## src/rtl/dpwm_pkg.sv

```systemverilog
// Shared constants and state type for the DPWM duty stepper.
package dpwm_pkg;

  localparam int unsigned DEF_CNT_W     = 8;
  localparam int unsigned DEF_PERIOD    = 250;
  localparam int unsigned DEF_STEP      = 25;
  localparam int unsigned DEF_DUTY_INIT = 125;

  typedef enum logic {
    IDLE = 1'b0,
    HELD = 1'b1
  } btn_state_e;

endpackage

```

## src/rtl/dpwm_sync_edge.sv

```systemverilog
// Two-flop synchroniser with an optional rising-edge strobe.
module dpwm_sync_edge #(
  parameter bit EDGE_EN = 1'b0
) (
  input  logic clk,
  input  logic reset,
  input  logic d,
  output logic q,
  output logic rise_c
);

  logic s1;

  // Metastability filter: s1 -> q.
  always_ff @(posedge clk or negedge reset) begin
    if (!reset) begin
      s1 <= 1'b0;
      q  <= 1'b0;
    end else begin
      s1 <= d;
      q  <= s1;
    end
  end

  generate
    if (EDGE_EN) begin : g_edge
      logic s3;

      // Delayed copy of q for edge detection.
      always_ff @(posedge clk or negedge reset) begin
        if (!reset) s3 <= 1'b0;
        else        s3 <= q;
      end

      assign rise_c = q & ~s3;
    end else begin : g_no_edge
      assign rise_c = 1'b0;
    end
  endgenerate

endmodule

```

## src/rtl/dpwm_duty_stepper.sv

```systemverilog
// Push-button duty stepper with period-aligned duty update and registered PWM output.
module dpwm_duty_stepper #(
  parameter int unsigned CNT_W     = dpwm_pkg::DEF_CNT_W,
  parameter int unsigned PERIOD    = dpwm_pkg::DEF_PERIOD,
  parameter int unsigned STEP      = dpwm_pkg::DEF_STEP,
  parameter int unsigned DUTY_INIT = dpwm_pkg::DEF_DUTY_INIT
) (
  input  logic             clk,
  input  logic             reset,
  input  logic             slow_clk,
  input  logic             btn_up,
  input  logic             btn_down,
  output logic [CNT_W-1:0] duty,
  output logic             pwm_out,
  output logic             period_start
);

  import dpwm_pkg::*;

  localparam logic [CNT_W-1:0] LAST     = CNT_W'(PERIOD - 1);
  localparam logic [CNT_W-1:0] PERIOD_D = CNT_W'(PERIOD);
  localparam logic [CNT_W-1:0] INIT_D   = CNT_W'(DUTY_INIT);
  localparam logic [CNT_W:0]   PERIOD_X = (CNT_W+1)'(PERIOD);
  localparam logic [CNT_W:0]   STEP_X   = (CNT_W+1)'(STEP);

  logic             slow_q;
  logic             tick_c;
  logic             up_s;
  logic             dn_s;
  logic             up_rise_c;
  logic             dn_rise_c;
  logic             unused_sync;

  btn_state_e       state;
  btn_state_e       state_nxt;
  logic [CNT_W-1:0] duty_pending;
  logic [CNT_W-1:0] pending_nxt;
  logic [CNT_W:0]   sum_c;
  logic [CNT_W:0]   diff_c;

  logic [CNT_W-1:0] cnt;
  logic [CNT_W-1:0] cnt_nxt;
  logic [CNT_W-1:0] duty_nxt;
  logic             wrap_c;

  // slow_clk is sampled as data; its rising edge is the button sampling strobe.
  dpwm_sync_edge #(.EDGE_EN(1'b1)) u_sync_slow (
    .clk    (clk),
    .reset  (reset),
    .d      (slow_clk),
    .q      (slow_q),
    .rise_c (tick_c)
  );

  dpwm_sync_edge #(.EDGE_EN(1'b0)) u_sync_up (
    .clk    (clk),
    .reset  (reset),
    .d      (btn_up),
    .q      (up_s),
    .rise_c (up_rise_c)
  );

  dpwm_sync_edge #(.EDGE_EN(1'b0)) u_sync_dn (
    .clk    (clk),
    .reset  (reset),
    .d      (btn_down),
    .q      (dn_s),
    .rise_c (dn_rise_c)
  );

  assign unused_sync = slow_q ^ up_rise_c ^ dn_rise_c;

  // Button FSM state register.
  always_ff @(posedge clk or negedge reset) begin
    if (!reset) state <= IDLE;
    else        state <= state_nxt;
  end

  // Button FSM next state: one step per press, no auto-repeat while held.
  always_comb begin
    state_nxt = state;
    if (tick_c) begin
      case (state)
        IDLE:    if (up_s || dn_s)   state_nxt = HELD;
        HELD:    if (!up_s && !dn_s) state_nxt = IDLE;
        default: state_nxt = IDLE;
      endcase
    end
  end

  // Button FSM output: saturating step of the pending duty on a fresh press.
  always_comb begin
    sum_c       = {1'b0, duty_pending} + STEP_X;
    diff_c      = {1'b0, duty_pending} - STEP_X;
    pending_nxt = duty_pending;
    if (tick_c && (state == IDLE)) begin
      if (up_s && !dn_s)
        pending_nxt = (sum_c > PERIOD_X) ? PERIOD_D : sum_c[CNT_W-1:0];
      else if (dn_s && !up_s)
        pending_nxt = diff_c[CNT_W] ? '0 : diff_c[CNT_W-1:0];
    end
  end

  // Pending duty register.
  always_ff @(posedge clk or negedge reset) begin
    if (!reset) duty_pending <= INIT_D;
    else        duty_pending <= pending_nxt;
  end

  // Period counter next values; duty only changes at the wrap.
  always_comb begin
    wrap_c   = (cnt == LAST);
    cnt_nxt  = wrap_c ? '0 : cnt + CNT_W'(1);
    duty_nxt = wrap_c ? duty_pending : duty;
  end

  // Counter, active duty and registered PWM aligned with cnt.
  always_ff @(posedge clk or negedge reset) begin
    if (!reset) begin
      cnt          <= LAST;
      duty         <= INIT_D;
      period_start <= 1'b0;
      pwm_out      <= 1'b0;
    end else begin
      cnt          <= cnt_nxt;
      duty         <= duty_nxt;
      period_start <= wrap_c;
      pwm_out      <= (cnt_nxt < duty_nxt);
    end
  end

endmodule
```

## config.mk

```make
export PLATFORM = sky130hd
export DESIGN_NAME = dpwm_duty_stepper
export DESIGN_NICKNAME = d
export VERILOG_FILES = /design/src/rtl/dpwm_pkg.sv /design/src/rtl/dpwm_sync_edge.sv /design/src/rtl/dpwm_duty_stepper.sv
export SDC_FILE = /design/constraint.sdc
export NUM_CORES = 1
export LEC_CHECK = 0
export ABC_AREA = 0
export CORE_UTILIZATION = 50
export CTS_CLUSTER_SIZE = 40
export DETAILED_ROUTE_END_ITERATION = 10
export PLACE_DENSITY_LB_ADDON = 0.05
export SLEW_MARGIN = 20
export SYNTH_ARGS = -nofsm -noshare
export SYNTH_HDL_FRONTEND = slang
export SYNTH_HIERARCHICAL = 1
export SYNTH_SLANG_ARGS = --single-unit
```

## constraint.sdc

```tcl
create_clock -name clk -period 3.9 [get_ports clk]
set_input_delay 0.78 -clock clk [delete_from_list [all_inputs] [get_ports clk]]
set_output_delay 0.78 -clock clk [all_outputs]
set_load 0.02 [all_outputs]
```

Yosys cells after proc, flatten, opt, wreduce, memory -nomap -nowiden
Cells that the tools add are included.

cells by class
  add/subtract/negate cells = 3
  multiply operators = 0
  div/mod/pow operators = 0
  order comparisons = 2
  eq/ne operators = 1
  shifts and indexed selects = 0
  multiplexer cells = 9
  bitwise logic cells = 3
  reductions and logical operators = 9

operators by type and width
  kind                                                                              number
  8-bit two-way mux                                                                 6
  8-bit by 5-bit adder with 9-bit output (second input constant)                    1
  9-bit by 8-bit greater-than comparator with 1-bit output (second input constant)  1
  8-bit by 5-bit subtractor with 9-bit output (second input constant)               1
  8-bit by 1-bit adder with 8-bit output (second input constant)                    1
  8-bit equality test (second input constant)                                       1
  8-bit < comparator                                                                1
  1-bit logical AND                                                                 4
  1-bit zero test                                                                   2
  1-bit two-way mux                                                                 2
  1-bit NOT                                                                         2
  1-bit one-hot mux with 2 select lines                                             1
  2-bit AND reduction                                                               1
  2-bit nonzero test                                                                1
  1-bit bitwise AND                                                                 1
  1-bit logical OR                                                                  1

storage, ports and cells
  register bits = 34
  bits in latches = 0
  memory bits (writable) = 0
  bits in read-only memories = 0
  bits of input ports = 5
  output and inout bits = 10
  logic and storage cells = 40
  memories = 0

Logic depth before layout (Yosys ltp)
  depth after elaboration = 4
  mapped depth = 13
  gate-level depth less buffers = 12

Cells and area by module
The synthesis kept the hierarchy.

modules (own cells, without submodules)
  module                          instances  cells an instance  area each (um^2)  seq. area each (um^2)
  dpwm_duty_stepper               1          203                1853.0            698.2
  dpwm_sync_edge (u_sync_dn ...)  2          4                  61.3              50.0
  dpwm_sync_edge (u_sync_slow)    1          4                  88.8              75.1

Least setup slack after synthesis
No wires, ideal clock.

  path type = flip-flop to flip-flop
  start = register cnt[0]
  end = register pwm_out
  setup time = 119 ps
  arrival time = 2417 ps
  required time = 3781 ps
  setup slack = 1364 ps
  stages on the path, launching flop included = 13
  period minus slack after synthesis = 2536 ps
  cells stage by stage = dfstp_2 > ha_1 > nor2b_1 > and3_1 > buf_2 > buf_2 > mux2i_1 > ha_1 > nand2_1 > a41o_1 > o21ai_0 > a21oi_1 > o21a_1

on the way
  longest elaborated chain between the ends = 3
  elaborated cells between the ends (all ways) = 5
  those cells by class = 1 x add/sub; 1 x order compare; 1 x eq/ne; 2 x mux

RTL lines
  item                                         RTL line                                            text
  start: declaration                           dpwm_duty_stepper.sv:41                             logic [CNT_W-1:0] cnt;
  start signal: assignment                     dpwm_duty_stepper.sv:125                            cnt <= cnt_nxt;
  8-bit equality test *                        dpwm_duty_stepper.sv:112                            wrap_c = (cnt == LAST);
  named net wrap_c                             dpwm_duty_stepper.sv:44                             logic wrap_c;
  8-bit two-way mux, on equally long branches  dpwm_duty_stepper.sv:113, dpwm_duty_stepper.sv:114
  8-bit < comparator *                         dpwm_duty_stepper.sv:128                            pwm_out <= (cnt_nxt < duty_nxt);
  end signal: assignment                       dpwm_duty_stepper.sv:128
  end: declaration                             dpwm_duty_stepper.sv:14                             output logic pwm_out,

Mark *: on every way through the listed nets, which the timed path passes. The rest lies on a longest branch.
A chain may end at the register's enable or synchronous reset.

Worst setup path in the final report
  start = register cnt[0]
  end = register pwm_out

on the way
  longest elaborated chain between the ends = 3
  elaborated cells between the ends (all ways) = 5
  those cells by class = 1 x add/sub; 1 x order compare; 1 x eq/ne; 2 x mux

RTL lines
  item                                                                           RTL line
  8-bit by 1-bit adder with 8-bit output or 8-bit equality test (tied branches)  dpwm_duty_stepper.sv:113, dpwm_duty_stepper.sv:112
  8-bit two-way mux, on equally long branches                                    dpwm_duty_stepper.sv:113, dpwm_duty_stepper.sv:114
  8-bit < comparator *                                                           dpwm_duty_stepper.sv:128

Every way passes the cells marked *; elsewhere a longest branch is shown, timed or not.

==> flow_summary.yaml <==
power:
  p_seq_frac: 0.435
  p_sw_frac: 0.370
  pwr-share-clk: 0.247
  intPower_mw: 0.780
  power.total_mw: 1.24
  p_leak_nw: 0.973
  powerDensity_nw_per_um2: 538
  power_frac_comb: 0.318
  irDropWorstVdd_mv: 0.353
  power_switching_mw: 0.457
sta:
  final_hold_viol_count: 0
  drv_slew: 0
  relSlewSlack: 0.585
  whs_ns: 0.353
  fin_tns_setup_ns: 0
  clock.fmax_mhz: 365
  clock_skew_ns: 0.00558
  setup_viol: 0
  fin_crit_ns: 2.74
  post-route-period-util: 0.703
  rsz0062_at_grt: "false"
  tightest_slew_ns: 0.623
route:
  viasPerCell: 6.10
  first_pass_iters: 5
  num_vias: 1647
  drtIter0Drc: 153
  ant_nets: 0
  routed_wl_mm: 4.40
  wl_per_cell_um: 16.3
  drc: 0
logic_synthesis:
  avgSynthCellArea_sq_um: 9.68
  ys_warn_count: 6
  synth_area_sq_um: 2040
  syn_inst: 211
  syn_nets: 230
hold_path:
  hold_class: "reg -> reg"
grt:
  grt_max_degree: 35
  grt.total_usage: 0.233
  grt_pass1_wl_mm: 7.61
  grt_pass1_vias: 1626
  overflow: 0
  antenna_found_initial: 0
placed_design:
  gp_congestion: 0.853
  port_buffers: 14
  dp.cells: 262
  placed_cell_area_sq_um: 2190
  place_hpwl_mm: 3.15
worst_setup_path:
  start_kind: "flop"
  critPathKind: "reg -> reg"
  crit_arrival_ns: 2.96
  max_stage_delay_ns: 0.57
  cp_cell_sequence: "ha_1 -> nor2b_1 -> and3_1 -> buf_4 -> mux2i_1 -> ha_1 -> a21o_1 -> a21o_1 -> a21oi_1 -> o21a_1"
  cp.required_ns: 4.12
  crit_slowest_cell: "dfstp_2"
  critPathCaptureType: "flop"
  cp_max_fo: 13
clock_network:
  insertion_delay_ns: 0.28
  clock_sinks: 34
  cts_setup_buffers: 0
  cts_buffers: 5
  post_cts_resized: 0
  h-tree-depth: 2
  root_buffer: "clkbuf_8"
  cts_tree: "yes"
  cts_hold_buf: 0
  clockBufferDepth: 2
  clkSlewWorstSetupHoldPaths_ns: 0.07
floorplanning:
  design.core.area_sq_um: 3800
  ios: 15
  die_area_sq_um: 4340
  die_height_um: 65.9
  initial_utilization: 0.538
  rows: 22
  die_w_um: 65.9
run:
  max_cap_violations: 0
final_layout:
  reg_top3: "cnt (8), duty (8), duty_pending (8)"
  nNetsFinal: 240
  stdcell_count: 270
  drive_gt1_frac: 0.158
  antenna_cells: 0
  final_cell_mix: "dfstp_2 (18), nor2_1 (16), dfrtp_1 (16)"
  design_area_sq_um: 2300
  area_growth_pct: 12.5
  final_common_cell: "dfstp_2"
outcome:
  status: "complete, no violations"
[critical path, delay by kind of cell (launching register included)]
family | cells | cell delay, ns
AOI/OAI and AO/OA | 4 | 0.60
adders and majority gates | 2 | 0.44
buffers and inverters | 1 | 0.24
DFF | 1 | 0.57
muxes | 1 | 0.31
and+or+nand+nor | 2 | 0.52
[power groups by stage]
stage	combinational, mW	sequential (mW)	clock [mW]
6_report	0.394	0.537	0.306
5_1_grt	0.445	0.548	0.331
4_1_cts	0.388	0.533	0.315
3_5_place_dp	0.385	0.540	0
3_3_place_gp	0.374	0.537	0
2_1_floorplan	0.391	0.444	0
[worst paths after layout]
path,start,to,slack (ns),cells past startpoint
worst max-delay path,cnt[0],pwm_out,1.16,10
worst min-delay path,u_sync_slow/s1,u_sync_slow/q,0.35,0
worst max register to register,cnt[0],pwm_out,1.16,10
worst min register to register,u_sync_slow/s1,u_sync_slow/q,0.35,0
max in group asynchronous,reset,duty[3],2.66,2
min in group asynchronous,reset,u_sync_slow/q,0.90,2
[per-layer routing]
| metal | wire length [um] | global-route usage | vias to the layer above |
|---|---|---|---|
| li1 | - | - | 772 |
| met1 | 1990 | 0.316 | 786 |
| met2 | 2010 | 0.364 | 80 |
| met3 | 354 | 0.0534 | 9 |
| met4 | 40 | 0.0788 | 0 |
| met5 | 0 | 0 | - |
[per-stage QoR]
step,util,setup WS (ns)
2_1_floorplan,-,1.36
3_3_place_gp,0.576,1.34
3_5_place_dp,0.576,1.19
4_1_cts,0.605,1.17
5_1_grt,0.605,0.936
6_report,0.605,1.16
[final cells by class]
| class | instances | area (sq um) |
|---|---|---|
| inverters | 15 | 56.3 |
| repair buffers | 16 | 155 |
| well taps | 48 | 60.1 |
| flip-flops and latches | 34 | 873 |
| fillers | 326 | 1500 |
| clock buffers | 5 | 68.8 |
| multi-input cells | 149 | 1040 |
| clock inverters | 3 | 40.0 |
(Power assumes the default switching activity.)
